`config.mk`:
```
export PLATFORM = sky130hd
export DESIGN_NAME = data_mem_arbiter
export DESIGN_NICKNAME = d
export VERILOG_FILES = /design/src/rtl/data_mem_arbiter.sv
export SDC_FILE = /design/constraint.sdc
export NUM_CORES = 1
export LEC_CHECK = 0
export CORE_MARGIN = 5
export CORE_UTILIZATION = 32
export CTS_CLUSTER_DIAMETER = 60
export CTS_CLUSTER_SIZE = 20
export DETAILED_ROUTE_END_ITERATION = 8
export PLACE_DENSITY_LB_ADDON = 0.2
export SKIP_CTS_REPAIR_TIMING = 1
export SLEW_MARGIN = 25
export SYNTH_ARGS = -nofsm -noshare
export SYNTH_HDL_FRONTEND = slang
export SYNTH_SLANG_ARGS = --single-unit
export TNS_END_PERCENT = 30
```
`constraint.sdc`:
```
create_clock -name clk -period 2.8 [get_ports clk]
set_clock_uncertainty 0.2 [all_clocks]
set_input_delay 0.7 -clock clk [delete_from_list [all_inputs] [get_ports clk]]
set_output_delay 0.7 -clock clk [all_outputs]
set_load 0.005 [all_outputs]
```
`src/rtl/data_mem_arbiter.sv`:
```
// -----------------------------------------------------------------------------
// data_mem_arbiter
//
// Shares one single-port data memory between two requesters. Port A is the CPU
// load/store unit. It gets single-beat accesses and fixed priority. Port B is
// the loader/debug port. It can issue bursts of consecutive addresses that hold
// the memory until the last beat.
//
// A starvation counter stops port A from locking out port B. After
// STARVE_LIMIT consecutive A grants while B waits, B wins the next contested
// IDLE cycle.
//
// Ports
//   clk                        clock, all state changes on the rising edge
//   rst_n                      synchronous reset, ACTIVE-HIGH despite the name
//   a_req/a_we/a_addr/a_wdata  port A single-beat request
//   a_gnt                      port A access performed this cycle
//   a_rvalid/a_rdata           port A read return, one cycle after the grant
//   b_req/b_we/b_addr/b_wdata  port B request (wdata is sampled every beat)
//   b_len                      port B burst length minus 1
//   b_gnt                      port B beat performed this cycle
//   b_rvalid/b_rdata           port B read return, one cycle after each beat
//   b_busy                     high from beat 1 through the last beat of a burst
//   mem_write_en/mem_addr/mem_data_in   memory control
//   mem_data_out               combinational memory read data
// -----------------------------------------------------------------------------
module data_mem_arbiter #(
   parameter int ADDR_W       = 6,
   parameter int DATA_W       = 16,
   parameter int STARVE_LIMIT = 4
) (
   input  logic              clk,
   input  logic              rst_n,
   input  logic              a_req,
   input  logic              a_we,
   input  logic [ADDR_W-1:0] a_addr,
   input  logic [DATA_W-1:0] a_wdata,
   output logic              a_gnt,
   output logic              a_rvalid,
   output logic [DATA_W-1:0] a_rdata,
   input  logic              b_req,
   input  logic              b_we,
   input  logic [ADDR_W-1:0] b_addr,
   input  logic [DATA_W-1:0] b_wdata,
   input  logic [3:0]        b_len,
   output logic              b_gnt,
   output logic              b_rvalid,
   output logic [DATA_W-1:0] b_rdata,
   output logic              b_busy,
   output logic              mem_write_en,
   output logic [ADDR_W-1:0] mem_addr,
   output logic [DATA_W-1:0] mem_data_in,
   input  logic [DATA_W-1:0] mem_data_out
);

   localparam int CNT_W = $clog2(STARVE_LIMIT + 1);
   localparam logic [CNT_W-1:0] LIMIT = CNT_W'(STARVE_LIMIT);

   typedef enum logic {
      IDLE,
      B_BURST
   } state_t;

   state_t            state_q, state_d;
   logic [3:0]        beat_q, beat_d;
   logic [3:0]        len_q, len_d;
   logic [ADDR_W-1:0] base_q, base_d;
   logic              we_q, we_d;
   logic [CNT_W-1:0]  starve_q, starve_d;

   logic              a_rvalid_q, b_rvalid_q;
   logic [DATA_W-1:0] a_rdata_q, b_rdata_q;

   // Asserted on a granted read beat. The port's rdata register captures
   // mem_data_out at the end of that cycle.
   logic              a_rd_cap, b_rd_cap;
   logic              a_win;

   // Next-state, grant and memory-control logic.
   always_comb begin
      state_d      = state_q;
      beat_d       = beat_q;
      len_d        = len_q;
      base_d       = base_q;
      we_d         = we_q;
      starve_d     = starve_q;
      a_gnt        = 1'b0;
      b_gnt        = 1'b0;
      b_busy       = 1'b0;
      mem_write_en = 1'b0;
      mem_addr     = a_addr;
      mem_data_in  = a_wdata;
      a_rd_cap     = 1'b0;
      b_rd_cap     = 1'b0;

      // A wins every contested cycle except when B has waited out the limit.
      a_win = a_req && !(b_req && (starve_q == LIMIT));

      // Reset gates every grant combinationally. This ensures that an aborted
      // burst writes nothing in the reset cycle.
      if (!rst_n) begin
         unique case (state_q)
            IDLE: begin
               if (a_win) begin
                  a_gnt        = 1'b1;
                  mem_write_en = a_we;
                  a_rd_cap     = !a_we;
                  if (b_req && (starve_q != LIMIT)) begin
                     starve_d = starve_q + 1'b1;
                  end
               end else if (b_req) begin
                  // Beat 0 goes straight through. Later beats use latched
                  // control.
                  b_gnt        = 1'b1;
                  mem_addr     = b_addr;
                  mem_data_in  = b_wdata;
                  mem_write_en = b_we;
                  b_rd_cap     = !b_we;
                  starve_d     = '0;
                  if (b_len != 4'd0) begin
                     base_d  = b_addr;
                     we_d    = b_we;
                     len_d   = b_len;
                     beat_d  = 4'd1;
                     state_d = B_BURST;
                  end
               end
            end
            B_BURST: begin
               b_gnt        = 1'b1;
               b_busy       = 1'b1;
               // This address arithmetic wraps naturally at 2^ADDR_W.
               mem_addr     = base_q + ADDR_W'(beat_q);
               mem_data_in  = b_wdata;
               mem_write_en = we_q;
               b_rd_cap     = !we_q;
               if (beat_q == len_q) begin
                  beat_d  = 4'd0;
                  state_d = IDLE;
               end else begin
                  beat_d = beat_q + 4'd1;
               end
            end
            default: state_d = IDLE;
         endcase

         // B is no longer waiting, so any accumulated A streak no longer counts.
         if (!b_req) begin
            starve_d = '0;
         end
      end
   end

   always_ff @(posedge clk) begin
      if (rst_n) begin
         state_q    <= IDLE;
         beat_q     <= 4'd0;
         len_q      <= 4'd0;
         base_q     <= '0;
         we_q       <= 1'b0;
         starve_q   <= '0;
         a_rvalid_q <= 1'b0;
         b_rvalid_q <= 1'b0;
         a_rdata_q  <= '0;
         b_rdata_q  <= '0;
      end else begin
         state_q    <= state_d;
         beat_q     <= beat_d;
         len_q      <= len_d;
         base_q     <= base_d;
         we_q       <= we_d;
         starve_q   <= starve_d;
         a_rvalid_q <= a_rd_cap;
         b_rvalid_q <= b_rd_cap;
         if (a_rd_cap) begin
            a_rdata_q <= mem_data_out;
         end
         if (b_rd_cap) begin
            b_rdata_q <= mem_data_out;
         end
      end
   end

   assign a_rvalid = a_rvalid_q;
   assign a_rdata  = a_rdata_q;
   assign b_rvalid = b_rvalid_q;
   assign b_rdata  = b_rdata_q;

endmodule

```
# After elaboration in Yosys (flattened, before gate mapping)
# Index checks and enable logic that the tools add are counted.
[word_totals] ff_bits=53 latchBits=0 ram_bits=0 mem_bits_ro=0 inputBits=70 out_inout_bits=60 mem_count=0
[classes] n_addsub=3 multipliers=0 n_div=0 order_cmp=0 eq_ne=7 n_shift=0 mux=40 n_bitwise=3 n_reduce_logical=12
[op_table] cell="$mux 16" count=3
[op_table] cell="$pmux 16 s2" count=1
[op_table] cell="$mux 1" count=21
[op_table] cell="$mux 6" count=3
[op_table] cell="$mux 4" count=4
[op_table] cell="$pmux 6 s2" count=1
[op_table] cell="$pmux 1 s2" count=4
[op_table] cell="$pmux 4 s2" count=1
[op_table] cell="$add 6x4->6" count=1
[op_table] cell="$mux 3" count=2
[op_table] cell="$ne 2x2->1 const B" count=3
[op_table] cell="$add 4x1->4 const B" count=1
[op_table] cell="$eq 4x4->1" count=1
[op_table] cell="$logic_not 1->1" count=4
[op_table] cell="$reduce_and 4->1" count=1
[op_table] cell="$reduce_bool 4->1" count=1
[op_table] cell="$add 3x1->3 const B" count=1
[op_table] cell="$eq 3x3->1 const B" count=1
[op_table] cell="$logic_and 1x1->1" count=3
[op_table] cell="$ne 3x3->1 const B" count=1
[op_table] cell="$not 1->1" count=3
[op_table] cell="$reduce_and 3->1" count=1
[op_table] cell="$ne 2x1->1 const B" count=1
[op_table] cell="$reduce_and 2->1" count=1
[op_table] cell="$reduce_or 2->1" count=1

# Logic depth before layout (Yosys ltp)
[depth] word_depth=7 ltp_mapped=9

# Least setup slack after synthesis
# No wires, ideal clock.
[synth_timing] kind="input port to output port" startpoint="input rst_n" endpoint="output mem_data_in[10]" arrival_time_ns=1.887 required_time_ns=1.900 setup_slack_ns=0.013 cell_stages=5 path_buffers=2 path_cell_list="buf_2 > nand2b_1 > o21ai_4 > buf_6 > mux2_2"
[synth_between] elab_chain_cells=1
[synth_rtl] element="start: declaration" line="33" text="input logic rst_n,"
[synth_rtl] element="$mux 16" line="101" text="if (!rst_n) begin"
[synth_rtl] element="end: declaration" line="52" text="output logic [DATA_W-1:0] mem_data_in,"
# Every way passes these cells.

# Final worst setup path
[layout_timing] startpoint="input rst_n" endpoint="output mem_data_in[8]"
# The elaborated chain is that of the path after synthesis.

==> impl_metrics.csv <==
group,metric,value,unit
logic_synthesis,synth-compound-area-share,0.0844,
sta,final-hold-violation-count,0,
grt,antenna_found_initial,0,
cts,clkLatencyLatePin,310,ps
cells_and_area,diodes,0,
power,leakage,2.10,nW
setup_path,r2r-start,"starve_q[1]$_SDFFE_PP0P_",
sta,fin_ws,-108,ps
floorplan,rows,33,
route,viasPerCell,4.71,
sta,period_share,1.04,
floorplan,start_util,0.325,
route,ant_nets,0,
logic_synthesis,synth_xor_area_frac,0.0299,
grt,grt_overflow_total,0,
logic_synthesis,synthSimpleGateAreaFrac,0.155,
sta,rsz0062_at_grt,"true",
cells_and_area,final.fill_count,709,
cells_and_area,final_util,0.577,
cts,cts_tree,"yes",
setup_path,critPathMaxFanout,5,
sta,tightest_slew,364,ps
cells_and_area,multiInputGateArea,1560,um^2
sta,max_freq,344,MHz
logic_synthesis,synthCells,275,
power,max-vdd-ir-drop,0.228,mV
cts,clockBufferDepth,2,
setup_path,worstPathRequired,1900,ps
cts,cts_buffers,5,
logic_synthesis,synth_top_family_by_area,"multiplexers",
setup_path,r2r_cells,8,
cts,htreeDepth,2,
sta,slew_violations,0,
route,drt_iter0_drc,91,
route,drc,0,
min_path,hold_class,"register to register",
logic_synthesis,synth.distinct_cells,44,
logic_synthesis,ys_ff_latch,53,
min_path,hold_depth,2,
placed_design,port_buffers,129,
logic_synthesis,syn_nets,353,
logic_synthesis,synth-edff-count,0,
floorplan,fp.dieArea,10200,um^2
sta,fin_crit,2910,ps
power,p_per_area,388,nW/um^2
floorplan,die_h,101,um
placed_design,hpwl,6.38,mm
logic_synthesis,avgSynthCellArea,9.60,um^2
sta,hold_slack,303,ps
setup_path,worstSetupPathType,"primary input to output port",
logic_synthesis,ys_seq_area_frac,0.402,
logic_synthesis,synth_async_sr_flop_share,0,
grt,grt_pass1_vias,2710,
status,status,"finished, violations left",
logic_synthesis,synthAdderAreaFrac,0.0408,
logic_synthesis,synthesis.area,2640,um^2
cells_and_area,seqCellArea,1070,um^2
route,vias,2651,
grt,grt_use_total,0.159,
route,routed_wl,8.75,mm
cells_and_area,instances_no_fill,563,
setup_path,end_kind,"output port",
cts,cts.clk_slew.worst_paths,100,ps
route,avgRoutedWirePerCell,15.5,um
logic_synthesis,synth-main-ff-cell,"dfxtp_1",
min_path,holdCritStartpoint,"a_rdata[13]$_SDFFE_PP0P_",
setup_path,r2r_end,"b_rdata[4]$_SDFFE_PP0P_",
cells_and_area,syn_to_final_growth,77.7,%
grt,grt_max_degree,37,
setup_path,start_kind,"primary input",
grt,grt_pass1_wl,13.0,mm
placed_design,dp.cells,536,
status,violations,"setup timing",
min_path,hold-path-endpoint,"a_rdata[13]$_SDFFE_PP0P_",
cts,cts-root-buf,"clkbuf_8",
floorplan,ios,130,
sta,finalSetupViolCount,15,
placed_design,gp_congestion,0.946,
setup_path,worstPathArrival,2010,ps
logic_synthesis,synthMuxAreaShare,0.231,
run,drv_cap,0,
floorplan,die_w,101,um
route,drtPass1Iterations,4,
sta,maxSlewHeadroom,0.758,
setup_path,r2r_slack,860,ps
floorplan,coreArea,8130,um^2
cts,cts.sinks,53,
cells_and_area,fin_nets,536,
cells_and_area,drive_gt1_frac,0.310,
logic_synthesis,yosysWarnings,0,
## power by group
part / leakage, nW / internal (mW) / switching [mW]
clock network: 0.0546 / 0.265 / 0.255
registers: 0.434 / 0.785 / 0.0202
logic: 1.61 / 0.311 / 0.183
total: 2.10 / 1.36 / 0.458
## cell usage after synthesis, types with 2 or more instances
master,n,area [um^2]
a211oi_1,3,22.5
a21o_1,4,30.0
a21oi_1,9,45.0
buf_6,3,33.8
buf_8,2,30.0
clkbuf_1,6,22.5
dfxtp_1,53,1060
ha_1,7,87.6
inv_1,14,52.6
mux2_2,16,180
mux2i_1,43,430
nand2_1,8,30.0
nand3_1,6,30.0
nand4_1,2,12.5
nor2_1,54,203
nor3_1,3,15.0
nor3b_1,3,22.5
o21ai_0,3,15.0
o22ai_1,4,25.0
xnor2_1,6,52.6
xor2_1,3,26.3
## critical path, stage by stage
cell	delay, ps
buf_6	110
nand2b_4	150
o21ai_4	260
clkbuf_16	190
buf_4	110
buf_6	90
mux2_4	280
clkbuf_2	110
## worst max-delay path by stage
stage                                 end   from  slack [ps]
final                      mem_data_in[8]  rst_n        -110
after global routing       mem_data_in[8]  rst_n        -150
after CTS                 mem_data_in[15]  b_req        -610
after detailed placement  mem_data_in[15]  b_req        -600
after global placement    mem_data_in[10]  a_req        -580
after floorplan           mem_data_in[10]  rst_n          10
## registers in the layout, indices dropped and copies added (netlist names)
signal	flops
starve_q	3
base_q	6
a_rdata	16
state_q	1
b_rdata	16
a_rvalid	1
b_rvalid	1
we_q	1
beat_q	4
len_q	4
## stage by stage
stage	setup TNS, ps	area [um^2]	setup WS [ps]	total power [mW]
6_report	-679	4690	-108	1.82
2_1_floorplan	0	2640	13.2	0.996
3_3_place_gp	-13530	4300	-581	1.27
5_1_grt	-1630	4690	-150	1.92
4_1_cts	-14220	4410	-610	1.80
3_5_place_dp	-13930	4300	-601	1.27
## metal layers
metal  routed length [um]  GRT usage
met1                 3580      0.187
met2                 4110      0.265
met3                  948     0.0651
met4                  104     0.0456
met5                    0          0
## final cells by class
| class | instances | area share |
|---|---|---|
| inverters | 14 | 0.0120 |
| multi-input cells | 195 | 0.332 |
| well taps | 105 | 0.0280 |
| clock buffers | 5 | 0.0147 |
| clock inverters | 2 | 0.00827 |
| flip-flops and latches | 53 | 0.228 |
| repair buffers | 189 | 0.377 |
## layout by cell type, fill, tap and decap left out, types with 3 or more instances in the layout
master             n
a21o_1             4
a21oi_1            6
a21oi_2            3
buf_12             3
buf_2              3
buf_4             44
buf_6             12
clkbuf_2          18
clkbuf_8           5
clkdlybuf4s50_1  101
dfxtp_1           47
dfxtp_2            6
dlymetal6s2s_1     5
ha_1               5
inv_1              9
inv_2              4
mux2_2             8
mux2_4             8
mux2i_1           43
nand2_1            6
nand3_1            6
nor2_1            52
nor3_1             3
o22ai_1            3
xnor2_1            6
xor2_1             3
## kinds of logic after synthesis
| logic type | count (synthesis) |
|---|---|
| compound gates | 32 |
| mux | 59 |
| simple gates | 87 |
| xor+xnor | 9 |
| buf+inv | 27 |
| flops | 53 |
| fa+ha+maj | 8 |
Power figures use the tool's default switching activity.
